[src/rtl/cordic_pkg.sv]
// cordic_pkg: shared constants and types for the CORDIC sin/cos controller and step chain.
//   W_DEFAULT       fixed-point width (Q2.10 signed)
//   STAGES_DEFAULT  number of cordic_step stages
//   K_INV           gain-compensated start magnitude (0.6073 * 1024)
//   HALF_PI         clamp limit for request angles (pi/2 in Q2.10)
//   ATAN_TABLE      per-stage rotation angle atan(2^-i) in Q2.10, fed to each stage's atan
//   ctrl_state_t    controller FSM state
package cordic_pkg;

    localparam int unsigned W_DEFAULT      = 12;
    localparam int unsigned STAGES_DEFAULT = 12;
    localparam int          K_INV          = 622;
    localparam int          HALF_PI        = 1608;

    localparam int ATAN_TABLE [0:STAGES_DEFAULT-1] = '{
        804, 475, 251, 127, 64, 32, 16, 8, 4, 2, 1, 0
    };

    typedef enum logic [1:0] {
        StIdle,
        StRun,
        StStall
    } ctrl_state_t;

endpackage

[src/rtl/cordic_tag_pipe.sv]
// cordic_tag_pipe: enable-gated valid/tag/sat shift register that tracks which CORDIC
// pipeline slots hold live samples. Advances only while ce is high.
// Ports:
//   clock, reset_n   clock, asynchronous active-low reset (clears every slot)
//   ce               shift enable, shared with the step chain
//   in_valid         slot-0 valid (an accepted request; 0 loads a bubble)
//   in_tag, in_sat   slot-0 tag and clamp flag
//   last_valid/tag/sat  contents of the final slot
//   upper_any        OR of every slot except the last (live samples still behind the head)
module cordic_tag_pipe #(
    parameter int unsigned STAGES = 12,
    parameter int unsigned TAG_W  = 4
) (
    input  logic             clock,
    input  logic             reset_n,
    input  logic             ce,
    input  logic             in_valid,
    input  logic [TAG_W-1:0] in_tag,
    input  logic             in_sat,
    output logic             last_valid,
    output logic [TAG_W-1:0] last_tag,
    output logic             last_sat,
    output logic             upper_any
);

    logic [STAGES-1:0] valid_q;
    logic [STAGES-1:0] sat_q;
    logic [TAG_W-1:0]  tag_q [STAGES];

    always_ff @(posedge clock or negedge reset_n) begin
        if (!reset_n) begin
            valid_q <= '0;
            sat_q   <= '0;
            for (int i = 0; i < int'(STAGES); i++) begin
                tag_q[i] <= '0;
            end
        end else if (ce) begin
            valid_q  <= {valid_q[STAGES-2:0], in_valid};
            sat_q    <= {sat_q[STAGES-2:0], in_sat};
            tag_q[0] <= in_tag;
            for (int i = 1; i < int'(STAGES); i++) begin
                tag_q[i] <= tag_q[i-1];
            end
        end
    end

    assign last_valid = valid_q[STAGES-1];
    assign last_sat   = sat_q[STAGES-1];
    assign last_tag   = tag_q[STAGES-1];
    assign upper_any  = |valid_q[STAGES-2:0];

endmodule

[src/rtl/cordic_ctrl.sv]
// cordic_ctrl: sequencing controller for the pipelined CORDIC sin/cos step chain.
// Accepts angle requests (valid/ready), drives the chain head with the gain-compensated
// start vector and the clamped target angle, tracks live slots with their tags, and
// freezes the whole chain via pipe_ce while a result is back-pressured.
// Ports:
//   clock, reset_n                  clock, asynchronous active-low reset
//   in_valid/in_ready/in_angle/in_tag   request handshake (angle Q2.10, user tag)
//   pipe_ce                         clock enable to every step stage
//   pipe_sin0/cos0/angle0/t_angle0  stage-0 inputs
//   pipe_sin_last/cos_last          final stage outputs
//   out_valid/out_ready/out_sin/out_cos/out_tag/out_sat   result handshake
//   busy                            at least one live sample in flight
module cordic_ctrl
    import cordic_pkg::*;
#(
    parameter int unsigned W      = W_DEFAULT,
    parameter int unsigned STAGES = STAGES_DEFAULT,
    parameter int unsigned TAG_W  = 4
) (
    input  logic             clock,
    input  logic             reset_n,
    input  logic             in_valid,
    output logic             in_ready,
    input  logic [W-1:0]     in_angle,
    input  logic [TAG_W-1:0] in_tag,
    output logic             pipe_ce,
    output logic [W-1:0]     pipe_sin0,
    output logic [W-1:0]     pipe_cos0,
    output logic [W-1:0]     pipe_angle0,
    output logic [W-1:0]     pipe_t_angle0,
    input  logic [W-1:0]     pipe_sin_last,
    input  logic [W-1:0]     pipe_cos_last,
    output logic             out_valid,
    input  logic             out_ready,
    output logic [W-1:0]     out_sin,
    output logic [W-1:0]     out_cos,
    output logic [TAG_W-1:0] out_tag,
    output logic             out_sat,
    output logic             busy
);

    localparam logic signed [W-1:0] ClampHi = W'(HALF_PI);
    localparam logic signed [W-1:0] ClampLo = -ClampHi;

    logic                stall;
    logic                accept;
    logic                upper_any;
    logic                next_live;
    logic                sat;
    logic signed [W-1:0] angle_s;
    logic signed [W-1:0] t_angle;
    ctrl_state_t         state_q;
    ctrl_state_t         state_d;

    // Handshake and chain enable; out_ready -> in_ready is the only comb path through.
    assign stall    = out_valid & ~out_ready;
    assign pipe_ce  = ~stall;
    assign in_ready = ~stall;
    assign accept   = in_valid & in_ready;

    // Clamp the request to +/- pi/2 and flag it when clamping happened.
    assign angle_s = $signed(in_angle);

    always_comb begin
        t_angle = angle_s;
        sat     = 1'b0;
        if (angle_s > ClampHi) begin
            t_angle = ClampHi;
            sat     = 1'b1;
        end else if (angle_s < ClampLo) begin
            t_angle = ClampLo;
            sat     = 1'b1;
        end
    end

    assign pipe_cos0     = W'(K_INV);
    assign pipe_sin0     = '0;
    assign pipe_angle0   = '0;
    assign pipe_t_angle0 = t_angle;

    cordic_tag_pipe #(
        .STAGES (STAGES),
        .TAG_W  (TAG_W)
    ) u_tag_pipe (
        .clock      (clock),
        .reset_n    (reset_n),
        .ce         (pipe_ce),
        .in_valid   (accept),
        .in_tag     (in_tag),
        .in_sat     (accept & sat),
        .last_valid (out_valid),
        .last_tag   (out_tag),
        .last_sat   (out_sat),
        .upper_any  (upper_any)
    );

    assign out_sin = pipe_sin_last;
    assign out_cos = pipe_cos_last;

    // Any slot live after the next enabled edge: a new accept or a sample behind the head.
    assign next_live = accept | upper_any;

    always_ff @(posedge clock or negedge reset_n) begin
        if (!reset_n) begin
            state_q <= StIdle;
        end else begin
            state_q <= state_d;
        end
    end

    always_comb begin
        state_d = state_q;
        unique case (state_q)
            StIdle: begin
                if (accept) state_d = StRun;
            end
            StRun: begin
                if (stall)           state_d = StStall;
                else if (!next_live) state_d = StIdle;
            end
            StStall: begin
                // Releasing the last held result with nothing behind it empties the chain.
                if (out_ready) state_d = next_live ? StRun : StIdle;
            end
            default: state_d = StIdle;
        endcase
    end

    // Non-idle exactly when some slot is live.
    assign busy = (state_q != StIdle);

endmodule

[config.mk]
export PLATFORM = sky130hd
export DESIGN_NAME = cordic_ctrl
export DESIGN_NICKNAME = d
export VERILOG_FILES = /design/src/rtl/cordic_pkg.sv /design/src/rtl/cordic_tag_pipe.sv /design/src/rtl/cordic_ctrl.sv
export SDC_FILE = /design/constraint.sdc
export NUM_CORES = 1
export LEC_CHECK = 0
export BUFFER_PORTS_ARGS = -buffer_cell sky130_fd_sc_hd__buf_2
export CAP_MARGIN = 20
export CORE_UTILIZATION = 30
export CTS_BUF_LIST = sky130_fd_sc_hd__clkbuf_8
export DETAILED_ROUTE_END_ITERATION = 8
export HOLD_SLACK_MARGIN = 0.1
export PLACE_DENSITY_LB_ADDON = 0.2
export SETUP_SLACK_MARGIN = 0.2
export SYNTH_ARGS = -nofsm -noshare
export SYNTH_HDL_FRONTEND = slang
export SYNTH_SLANG_ARGS = --single-unit
[constraint.sdc]
create_clock -name clock -period 4 [get_ports clock]
set_clock_uncertainty 0.05 [all_clocks]
set_input_delay 0.6 -clock clock [delete_from_list [all_inputs] [get_ports clock]]
set_output_delay 0.6 -clock clock [all_outputs]
set_load 0.01 [all_outputs]
==> run_results.csv, run 1 <==
group,metric,value,unit
final_layout,antenna_cells,0,
sta,fin_crit,2.73,ns
place,post-dp-hpwl,3670,um
die,start_util,30.8,%
synth,ys_warn_count,0,
global_routing,grt_max_degree,75,
clock_tree,cts_buffer_depth,2,
setup_path,crit_fanout,10,
sta,worst_pin_slew,0.914,ns
final_layout,syn_to_final_growth,4.15,%
clock_tree,cts_hold_buf,0,
sta,fmax,0.367,GHz
clock_tree,clkSlewWorstSetupHoldPaths,0.07,ns
place,place_inst,413,
sta,hold_viol_final,0,
synth,synthCells,270,
sta,period_share,68.2,%
clock_tree,postCtsSetupBuffers,0,
place,place_congestion,0.681,
final_layout,nNetsFinal,326,
sta,rsz0062_at_grt,"no",
global_routing,overflow,0,
synth,yosysTopAreaCell,"dfrtp_1",
detailed_routing,drtPass1Iterations,4,
detailed_routing,avgViaCountPerCell,4.25,
setup_path,r2r-end,"u_tag_pipe.tag_q[38]",
pwr,p_leak,1.69,nW
setup_path,start_kind,"input pin",
setup_path,ff2ff_setup_slack,2.02,ns
detailed_routing,final_antenna_net_count,0,
detailed_routing,num_vias,1820,
place,placed_area,3470,sq um
clock_tree,clock_latency,0.34,ns
sta,fin_tns_setup,0,ns
run_status,status,"completed",
clock_tree,clockRootBuffer,"clkbuf_8",
synth,synth_ff_type,"dfrtp_1",
die,core-area,11400,sq um
die,num_rows,39,
clock_tree,numCtsBuffers,9,
die,fp.dieW,110,um
die,dieArea,12100,sq um
synth,yosysTopAreaCellShare,52.9,%
clock_tree,cts_tree,"yes",
die,ios,125,
sta,hold_slack,0.348,ns
setup_path,reg2reg_depth,3,
setup_path,crit_start,"in_angle[3]",
setup_path,cp_data_arrival_time,2.08,ns
detailed_routing,dr.first_iter.drc_count,97,
synth,ys_ff_latch,74,
detailed_routing,drc,0,
global_routing,grt_pass1_vias,1737,
clock_tree,clock_sinks,74,
synth,seq_area_frac_synth,52.9,%
final_layout,drive_gt1_share,45.3,%
synth,synth_area_leaders,"dfrtp_1 53%, mux2_2 22%, buf_4 14%",
min_path,holdCritPathClass,"input pin to async pin",
run,cap_violations,0,
global_routing,antenna_found_initial,0,
final_layout,final_cells,428,
global_routing,grt_pass1_wl,8510,um
sta,finalSetupViolations,0,
synth,async_reset_ff_share,100,%
sta,slew_viol_final,0,
synth,synth_edf_count,0,
setup_path,r2r_start,"u_tag_pipe.valid_q[11]",
final_layout,final_cell_area,3640,sq um
setup_path,timing_worst_setup_path_type,"input pin to output port",
setup_path,end_kind,"output port",
synth,synth_cell_types,31,
synth,netlist_area,3500,sq um
setup_path,required,3.35,ns
pwr,power.total,0.00253,W
final_layout,n_fill_cell,1134,
pwr,peakVddDrop,0.284,mV
die,die_h,110,um
clock_tree,cts_resized,0,
sta,relSlewSlack,39.1,%
detailed_routing,wl_per_cell,12.7,um
setup_path,worstSetupEndpoint,"pipe_t_angle0[3]",
synth,avgSynthCellArea,13.0,sq um
global_routing,track_usage,9.47,%
detailed_routing,drt-total-wl,5450,um
place,portBuffers,40,
clock_tree,h-tree-depth,3,
pwr,power_density,694,nW/um^2
layout by cell type (no fill, tap or decap), drive strengths merged, types with 2 or more instances in the layout:
master and count:
or4 2, clkbuf 11, inv 5, nand2 3
dfrtp 74, mux2 69, conb 36, nor2b 2
clkinv 3, o21ai 2, buf 42, nor3b 3
or3 2, a21o 3, nor2 13, nand2b 2
cell type report:
cell class / count / area (sq um) / area share [%]
Inverter: 4 / 15.0 / 0.412
Sequential cell: 74 / 1850 / 50.8
Clock buffer: 11 / 151 / 4.15
Tap cell: 143 / 179 / 4.91
Timing Repair Buffer: 42 / 218 / 5.97
Multi-Input combinational cell: 150 / 1210 / 33.2
Clock inverter: 4 / 18.8 / 0.515
metrics by stage:
step                      worst slack (ns)  utilization (%)
after floorplan                       1.54                -
after global placement                1.29             30.6
after detailed placement              1.28             30.6
after CTS                             1.27             32.1
after global routing                  1.15             32.1
final                                 1.27             32.1
cells by family (layout without fill, tap and decap cells):
group / Yosys count / count (layout) / share of synthesized area, %
compound gates: 15 / 15 / 3.65
fa+ha+maj: 1 / 1 / 0.357
buf+inv: 80 / 61 / 16.3
flops: 74 / 74 / 52.9
mux: 69 / 69 / 22.2
other cells: 2 / 36 / 0.215
simple gates: 29 / 29 / 4.33
registers in the layout, indices dropped and copies added (netlist names):
signal	flops
u_tag_pipe.tag_q	44
u_tag_pipe.sat_q	12
u_tag_pipe.last_tag	4
state_q	2
u_tag_pipe.valid_q	12
critical path, cell delays in order:
cell and delay [ns]:
buf_2 0.11, a31oi_1 0.15, nor2_1 0.07, o31ai_1 0.20
ha_1 0.36, or3_1 0.42, buf_2 0.16
cell usage after synthesis (2+ instances only):
cell and n:
dfrtp_1 74, buf_4 65, or3_1 2, conb_1 2, nor2_1 13, nor2b_1 2
o21ai_0 2, mux2_2 69, nor3b_1 3, buf_2 9, nand2_1 3, inv_1 4
a21o_1 3, nand2b_1 2
where the power goes:
part	switching (W)	internal [W]	total [W]
sequential	0.000178	0.00111	0.00129
clock	0.000255	0.000250	0.000505
combinational	0.000293	0.000442	0.000735
total	0.000727	0.00180	0.00253
worst min-delay path by stage:
stage               slack (ns)                      to              startpoint  depth (start not counted)
floorplan                 0.25              state_q[0]                 reset_n                          0
global placement          0.42  u_tag_pipe.valid_q[11]  u_tag_pipe.valid_q[10]                          1
detailed placement        0.42  u_tag_pipe.valid_q[11]  u_tag_pipe.valid_q[10]                          1
CTS                       0.38              state_q[1]               out_ready                          2
global route              0.38              state_q[1]               out_ready                          2
finish                    0.35     u_tag_pipe.sat_q[8]                 reset_n                          1
layer usage:
layer | wire length (um) | GRT usage, % | up-vias
met3 | 378 | 2.29 | 20
met5 | 0 | 0 | -
met4 | 123 | 6.00 | 0
met2 | 2560 | 14.9 | 76
met1 | 2390 | 11.7 | 888
li1 | - | - | 836
No activity file was read; power rests on OpenSTA's default activity.
==> run 2, diff against run 1 <==
--- a/config.mk
+++ b/config.mk
@@ -5,6 +5,7 @@
 export SDC_FILE = /design/constraint.sdc
 export NUM_CORES = 1
 export LEC_CHECK = 0
+export ABC_AREA = 1
 export BUFFER_PORTS_ARGS = -buffer_cell sky130_fd_sc_hd__buf_2
 export CAP_MARGIN = 20
 export CORE_UTILIZATION = 30
==> constraint.sdc (replaced) <==
create_clock -name clock -period 2.66 [get_ports clock]
set_clock_uncertainty 0.05 [all_clocks]
set_input_delay 0.399 -clock clock [delete_from_list [all_inputs] [get_ports clock]]
set_output_delay 0.399 -clock clock [all_outputs]
set_load 0.01 [all_outputs]
==> run 2 against run 1 <==
  * Routed wire length increased by 9.4%
  * Flip-flop and latch count unchanged
  * Non-clock buffer count increased by 4
  * Via count increased by 31%
  * Utilization up 0.45 points
  * Critical path type unchanged
  * Synthesized area up 0.61%
  * Cell count grew 36%
  * Die area rose by 0.60%
  * Synthesized cell count rose by 57%
  * Critical path depth increased by 4
  * Sequential power grew 40%
  * Largest power group unchanged
  * Design area up 1.9%
  * Largest cell class unchanged
==> run_results.csv, run 2 <==
group,metric,value,unit
detailed_routing,final_antenna_net_count,0,
sta,rsz0062_at_grt,"no",
setup_path,timing_worst_setup_path_type,"input pin to output port",
die,core-area,11400,sq um
synth,synth_cell_types,21,
detailed_routing,avgViaCountPerCell,4.11,
synth,netlist_area,3520,sq um
run_status,status,"completed",
clock_tree,postCtsSetupBuffers,0,
setup_path,required,2.21,ns
synth,avgSynthCellArea,8.32,sq um
clock_tree,clock_sinks,74,
die,dieArea,12200,sq um
global_routing,grt_pass1_wl,10400,um
sta,hold_slack,0.206,ns
place,portBuffers,40,
clock_tree,cts_buffer_depth,2,
clock_tree,clockRootBuffer,"clkbuf_8",
final_layout,regMostFlops,"u_tag_pipe.tag_q",
final_layout,nNetsFinal,479,
clock_tree,h-tree-depth,3,
global_routing,track_usage,10.9,%
detailed_routing,drt-total-wl,5960,um
pwr,p_leak,2.04,nW
place,place_congestion,0.765,
final_layout,antenna_cells,0,
synth,synth_edf_count,0,
final_layout,multi_input_area,1100,sq um
die,num_rows,39,
clock_tree,cts_tree,"yes",
synth,synth_area_leaders,"dfrtp_1 53%, nand2_1 18%, buf_4 15%",
detailed_routing,wl_per_cell,10.2,um
detailed_routing,drc,0,
die,start_util,30.8,%
synth,synthCells,423,
clock_tree,cts_resized,0,
min_path,holdCritPathClass,"input pin to flop",
pwr,peakVddDrop,0.313,mV
synth,seq_area_frac_synth,52.6,%
synth,yosysMostFrequentCell,"nand2_1",
sta,fin_crit,2.20,ns
setup_path,start_kind,"input pin",
setup_path,crit_slowest_cell,"ha_1",
synth,ys_ff_latch,74,
synth,yosysTopAreaCell,"dfrtp_1",
global_routing,overflow,0,
global_routing,grt_max_degree,53,
sta,fin_tns_setup,0,ns
die,die_h,110,um
synth,synth_ff_type,"dfrtp_1",
clock_tree,clkSlewWorstSetupHoldPaths,0.07,ns
setup_path,cpLargestDelayFamily,"simple AND/OR/NAND/NOR gates",
sta,slew_viol_final,0,
global_routing,antenna_found_initial,0,
pwr,power.total,0.00362,W
run,cap_violations,0,
synth,ys_warn_count,0,
final_layout,n_fill_cell,1225,
detailed_routing,drtPass1Iterations,4,
setup_path,end_kind,"output port",
clock_tree,clock_latency,0.34,ns
final_layout,largestRegisters,"u_tag_pipe.tag_q: 44 flops, u_tag_pipe.sat_q: 12 flops, u_tag_pipe.valid_q: 12 flops",
global_routing,grt_pass1_vias,2266,
sta,hold_viol_final,0,
setup_path,crit_path_cell_trace,"buf_2 -> inv_1 -> nor3_1 -> o211ai_1 -> nand3_1 -> nand2_1 -> ha_1 -> inv_1 -> nand2_1 -> nor2_1 -> buf_2",
detailed_routing,num_vias,2392,
sta,worst_pin_slew,0.627,ns
detailed_routing,dr.first_iter.drc_count,152,
sta,period_share,82.7,%
synth,async_reset_ff_share,100,%
die,ios,125,
final_layout,final_common_cell,"nand2_1",
pwr,power_density,975,nW/um^2
clock_tree,numCtsBuffers,9,
sta,finalSetupViolations,0,
setup_path,cp_slowest_stage_delay,0.32,ns
setup_path,cp_data_arrival_time,1.75,ns
sta,relSlewSlack,58.1,%
final_layout,seq_area,1850,sq um
sta,fmax,0.455,GHz
final_layout,drive_gt1_share,14.1,%
place,post-dp-hpwl,3800,um
synth,ys_top_cells_by_count,"169 x nand2_1, 74 x dfrtp_1, 69 x buf_4, 32 x o21ai_0, 30 x inv_1",
final_layout,postLayoutCoreUtil,32.5,%
setup_path,crit_fanout,7,
final_layout,largest_reg_flops,44,
synth,yosysTopAreaCellShare,52.6,%
final_layout,final_cell_mix,"169 x nand2_1, 74 x dfrtp_1, 40 x buf_2",
setup_path,path_buf_inv,4,
die,fp.dieW,110,um
final_layout,syn_to_final_growth,5.44,%
[run 2: cell count changes after synthesis, sizes merged, moves of 3 or more]
| cell | change |
|---|---|
| a21o | -3 |
| clkbuf | +5 |
| inv | +28 |
| mux2 | -69 |
| nand2 | +166 |
| nand3 | +6 |
| nor2 | +4 |
| nor3b | -3 |
| o21ai | +30 |
[run 2: path summary, 6_finish.rpt]
check	startpoint	end	slack, ns	cells after the start
worst max-delay path	in_angle[4]	pipe_t_angle0[2]	0.46	11
worst min-delay path	in_tag[3]	u_tag_pipe.tag_q[47]	0.21	3
worst max register to register	u_tag_pipe.valid_q[11]	state_q[0]	0.96	8
worst min register to register	u_tag_pipe.tag_q[36]	u_tag_pipe.tag_q[32]	0.42	2
max in group asynchronous	reset_n	u_tag_pipe.tag_q[26]	1.37	3
min in group asynchronous	reset_n	u_tag_pipe.tag_q[43]	0.51	2
[run 2: cell type report]
type | count | share of cell area, %
tap | 143 | 4.82
timing repair buffer | 46 | 7.01
sequential | 74 | 49.9
clock inverter | 5 | 1.25
inverter | 32 | 3.24
multi-input combinational | 271 | 29.7
clock buffer | 11 | 4.08
[run 2: metrics by stage]
step	instances	setup slack [ns]	area [sq um]
global placement	565	0.480	3500
detailed placement	565	0.446	3500
global route	582	0.218	3710
floorplan	457	0.707	3650
CTS	582	0.437	3710
finish	582	0.460	3710
[run 2: where the power goes]
group	leakage (nW)	internal, W	switching [W]
clock	0.113	0.000474	0.000392
sequential	0.935	0.00159	0.000218
combinational	0.989	0.000333	0.000616
total	2.04	0.00239	0.00123
[run 2: repair_timing]
action,4_1_cts,5_1_grt
setup endpoints to repair,0,0
hold buffers,1,0
endpoints found under the hold margin,18,0
[run 2: routing by layer]
metal | wire length [um] | part of all wire, % | track usage, %
met1 | 2940 | 49 | 13.4
met2 | 2650 | 44 | 17.9
met3 | 273 | 4.6 | 2.35
met4 | 98 | 1.6 | 5.64
met5 | 0 | 0 | 0
[run 2: logic make-up after synthesis]
kind of cell / count (synthesis) / share of synthesized area (%)
buffers and inverters: 112 / 19.7
and+or+nand+nor: 197 / 21.7
other: 2 / 0.213
adders and majority gates: 1 / 0.355
AOI/OAI and AO/OA: 37 / 5.40
DFF: 74 / 52.6
[run 2: tightest hold or removal path, cell delays in order]
cell and delay (ns):
buf_2 0.07, nand2_1 0.04, nand2_1 0.05
==> run 3, diff against run 2 <==
==> constraint.sdc (replaced) <==
create_clock -name clock -period 2.1 [get_ports clock]
set_clock_uncertainty 0.05 [all_clocks]
set_input_delay 0.315 -clock clock [delete_from_list [all_inputs] [get_ports clock]]
set_output_delay 0.315 -clock clock [all_outputs]
set_load 0.01 [all_outputs]
==> run 3 against run 2 <==
  * Design area rose by 3.2%
  * Utilization is 1.0 points higher
  * First-iteration DRC count shrank 14%
  * Sequential power grew 26%
  * Clock power is 50% higher
  * Count of clock-buffer cells in the layout is 2 lower
  * Cell count increased by 0.17%
  * Register-to-register slack worse by 0.28 ns
  * Die area unchanged
  * Worst setup slack worse by 0.24 ns
  * Combinational power increased by 32%
  * Routed wire length is 0.84% lower
  * Highest routed layer unchanged
==> run_results.csv, run 3 (synthesis gave the netlist of run 2 again) <==
group,metric,value,unit
run_status,status,"completed",
die,start_util,30.8,%
die,die_h,110,um
place,portBuffers,40,
clock_tree,clkSlewWorstSetupHoldPaths,0.07,ns
place,post-dp-hpwl,3770,um
detailed_routing,wl_per_cell,10.1,um
final_layout,postLayoutCoreUtil,33.6,%
sta,fmax,0.531,GHz
die,ios,125,
pwr,power_density,1260,nW/um^2
final_layout,largestRegisters,"u_tag_pipe.tag_q: 44 flops, u_tag_pipe.sat_q: 12 flops, u_tag_pipe.valid_q: 12 flops",
setup_path,cp_data_arrival_time,1.52,ns
sta,worst_pin_slew,0.524,ns
setup_path,crit_slowest_cell,"ha_4",
detailed_routing,num_vias,2371,
die,core-area,11400,sq um
setup_path,timing_worst_setup_path_type,"input pin to output port",
detailed_routing,drc,0,
run,cap_violations,0,
clock_tree,clockRootBuffer,"clkbuf_8",
final_layout,largest_reg_flops,44,
clock_tree,numCtsBuffers,9,
setup_path,r2r_start,"u_tag_pipe.valid_q[11]",
setup_path,reg2reg_depth,7,
setup_path,cp_slowest_stage_delay,0.28,ns
min_path,hold_depth,3,
clock_tree,clock_latency,0.34,ns
clock_tree,cts_tree,"yes",
sta,rsz0062_at_grt,"yes",
sta,hold_viol_final,0,
final_layout,final_common_cell,"nand2_1",
final_layout,seq_area,1850,sq um
setup_path,required,1.74,ns
final_layout,n_fill_cell,1192,
setup_path,crit_path_cell_trace,"buf_8 -> inv_4 -> nor3_2 -> o211ai_1 -> nand3_1 -> nand2_2 -> ha_4 -> buf_6 -> nor2_4 -> nor2_2 -> buf_2",
detailed_routing,drtPass1Iterations,4,
setup_path,path_buf_inv,4,
global_routing,grt_max_degree,45,
global_routing,track_usage,10.3,%
detailed_routing,dr.first_iter.drc_count,130,
detailed_routing,avgViaCountPerCell,4.07,
sta,finalSetupViolations,0,
place,place_congestion,0.770,
clock_tree,cts_buffer_depth,2,
detailed_routing,drt-total-wl,5910,um
global_routing,grt_pass1_wl,9800,um
die,dieArea,12200,sq um
min_path,min-delay-start,"in_tag[0]",
sta,fin_crit,1.88,ns
detailed_routing,final_antenna_net_count,0,
min_path,holdPathEnd,"u_tag_pipe.tag_q[44]",
final_layout,syn_to_final_growth,8.81,%
final_layout,final_cell_mix,"167 x nand2_1, 74 x dfrtp_1, 38 x buf_2",
final_layout,multi_input_area,1140,sq um
sta,slew_viol_final,0,
die,num_rows,39,
clock_tree,clock_sinks,74,
sta,period_share,89.7,%
global_routing,grt_pass1_vias,2151,
sta,fin_tns_setup,0,ns
clock_tree,h-tree-depth,3,
setup_path,ff2ff_setup_slack,0.68,ns
final_layout,antenna_cells,0,
setup_path,end_kind,"output port",
global_routing,overflow,0,
setup_path,crit_fanout,4,
setup_path,r2r-end,"state_q[0]",
die,fp.dieW,110,um
final_layout,drive_gt1_share,17.5,%
pwr,peakVddDrop,0.413,mV
final_layout,nNetsFinal,481,
setup_path,cpLargestDelayFamily,"simple AND/OR/NAND/NOR gates",
sta,relSlewSlack,65.1,%
setup_path,start_kind,"input pin",
global_routing,antenna_found_initial,0,
pwr,p_leak,2.06,nW
final_layout,regMostFlops,"u_tag_pipe.tag_q",
min_path,holdCritPathClass,"input pin to flop",
==> run 3: metrics by stage <==
stage / instances / setup slack, ns / hold slack, ns / power (W) / instance area (sq um)
after detailed placement: 566 / 0.0994 / 0.336 / 0.00356 / 3510
after CTS: 582 / 0.199 / 0.105 / 0.00491 / 3780
after floorplan: 457 / 0.315 / -0.0306 / 0.00332 / 3650
final: 583 / 0.216 / 0.133 / 0.00483 / 3830
after global routing: 583 / 0.120 / 0.118 / 0.00524 / 3830
after global placement: 566 / 0.144 / 0.334 / 0.00353 / 3510
==> run 3: worst max-delay path by stage <==
| stage | startpoint | end | slack, ns | cells past startpoint |
|---|---|---|---|---|
| after floorplan | in_angle[4] | pipe_t_angle0[2] | 0.32 | 9 |
| after global placement | in_angle[4] | pipe_t_angle0[2] | 0.14 | 11 |
| after detailed placement | in_angle[4] | pipe_t_angle0[0] | 0.1 | 11 |
| after CTS | in_angle[4] | pipe_t_angle0[2] | 0.20 | 11 |
| after global routing | in_angle[3] | pipe_t_angle0[2] | 0.12 | 11 |
| final | in_angle[3] | pipe_t_angle0[7] | 0.22 | 11 |
==> run 3: area by class of cell <==
type / instances / share of cell area [%]
clock buffer: 9 / 3.23
inverter: 32 / 3.33
multi-input combinational: 271 / 29.7
sequential: 74 / 48.3
tap: 143 / 4.67
clock inverter: 6 / 3.00
timing repair buffer: 48 / 7.71
==> run 3: per-layer routing <==
| metal | vias to the layer above | global-route usage, % | wire, um |
|---|---|---|---|
| met2 | 69 | 16.3 | 2670 |
| met3 | 5 | 3.00 | 325 |
| met4 | 0 | 4.51 | 53 |
| met5 | - | 0 | 0 |
| met1 | 1090 | 13.1 | 2860 |
| li1 | 1207 | - | - |
==> run 3: timing repair <==
| item | in CTS | in global routing |
|---|---|---|
| endpoints found under the hold margin | 74 | 0 |
| gates resized for setup | 5 | 16 |
| buffers inserted | 0 | 1 |
| hold buffers | 1 | 0 |
| pin swaps | 2 | 9 |
| cloned | 0 | 0 |
| endpoints found under the setup margin | 11 | 12 |
==> run 3: report_power, final <==
group / total [W] / switching (W) / internal [W]
Sequential: 0.00228 / 0.000269 / 0.00201
Combinational: 0.00125 / 0.000802 / 0.000449
Clock: 0.00130 / 0.000513 / 0.000789
Total: 0.00483 / 0.00158 / 0.00325
==> run 3: worst register-to-register path, cell delays in order, from the launching register on <==
cell and delay [ns]:
dfrtp_1 0.38, inv_1 0.09, nor2_4 0.07, nor2_1 0.35, nor2_1 0.13, nand2_1 0.09
nand3_1 0.07, a21oi_1 0.13
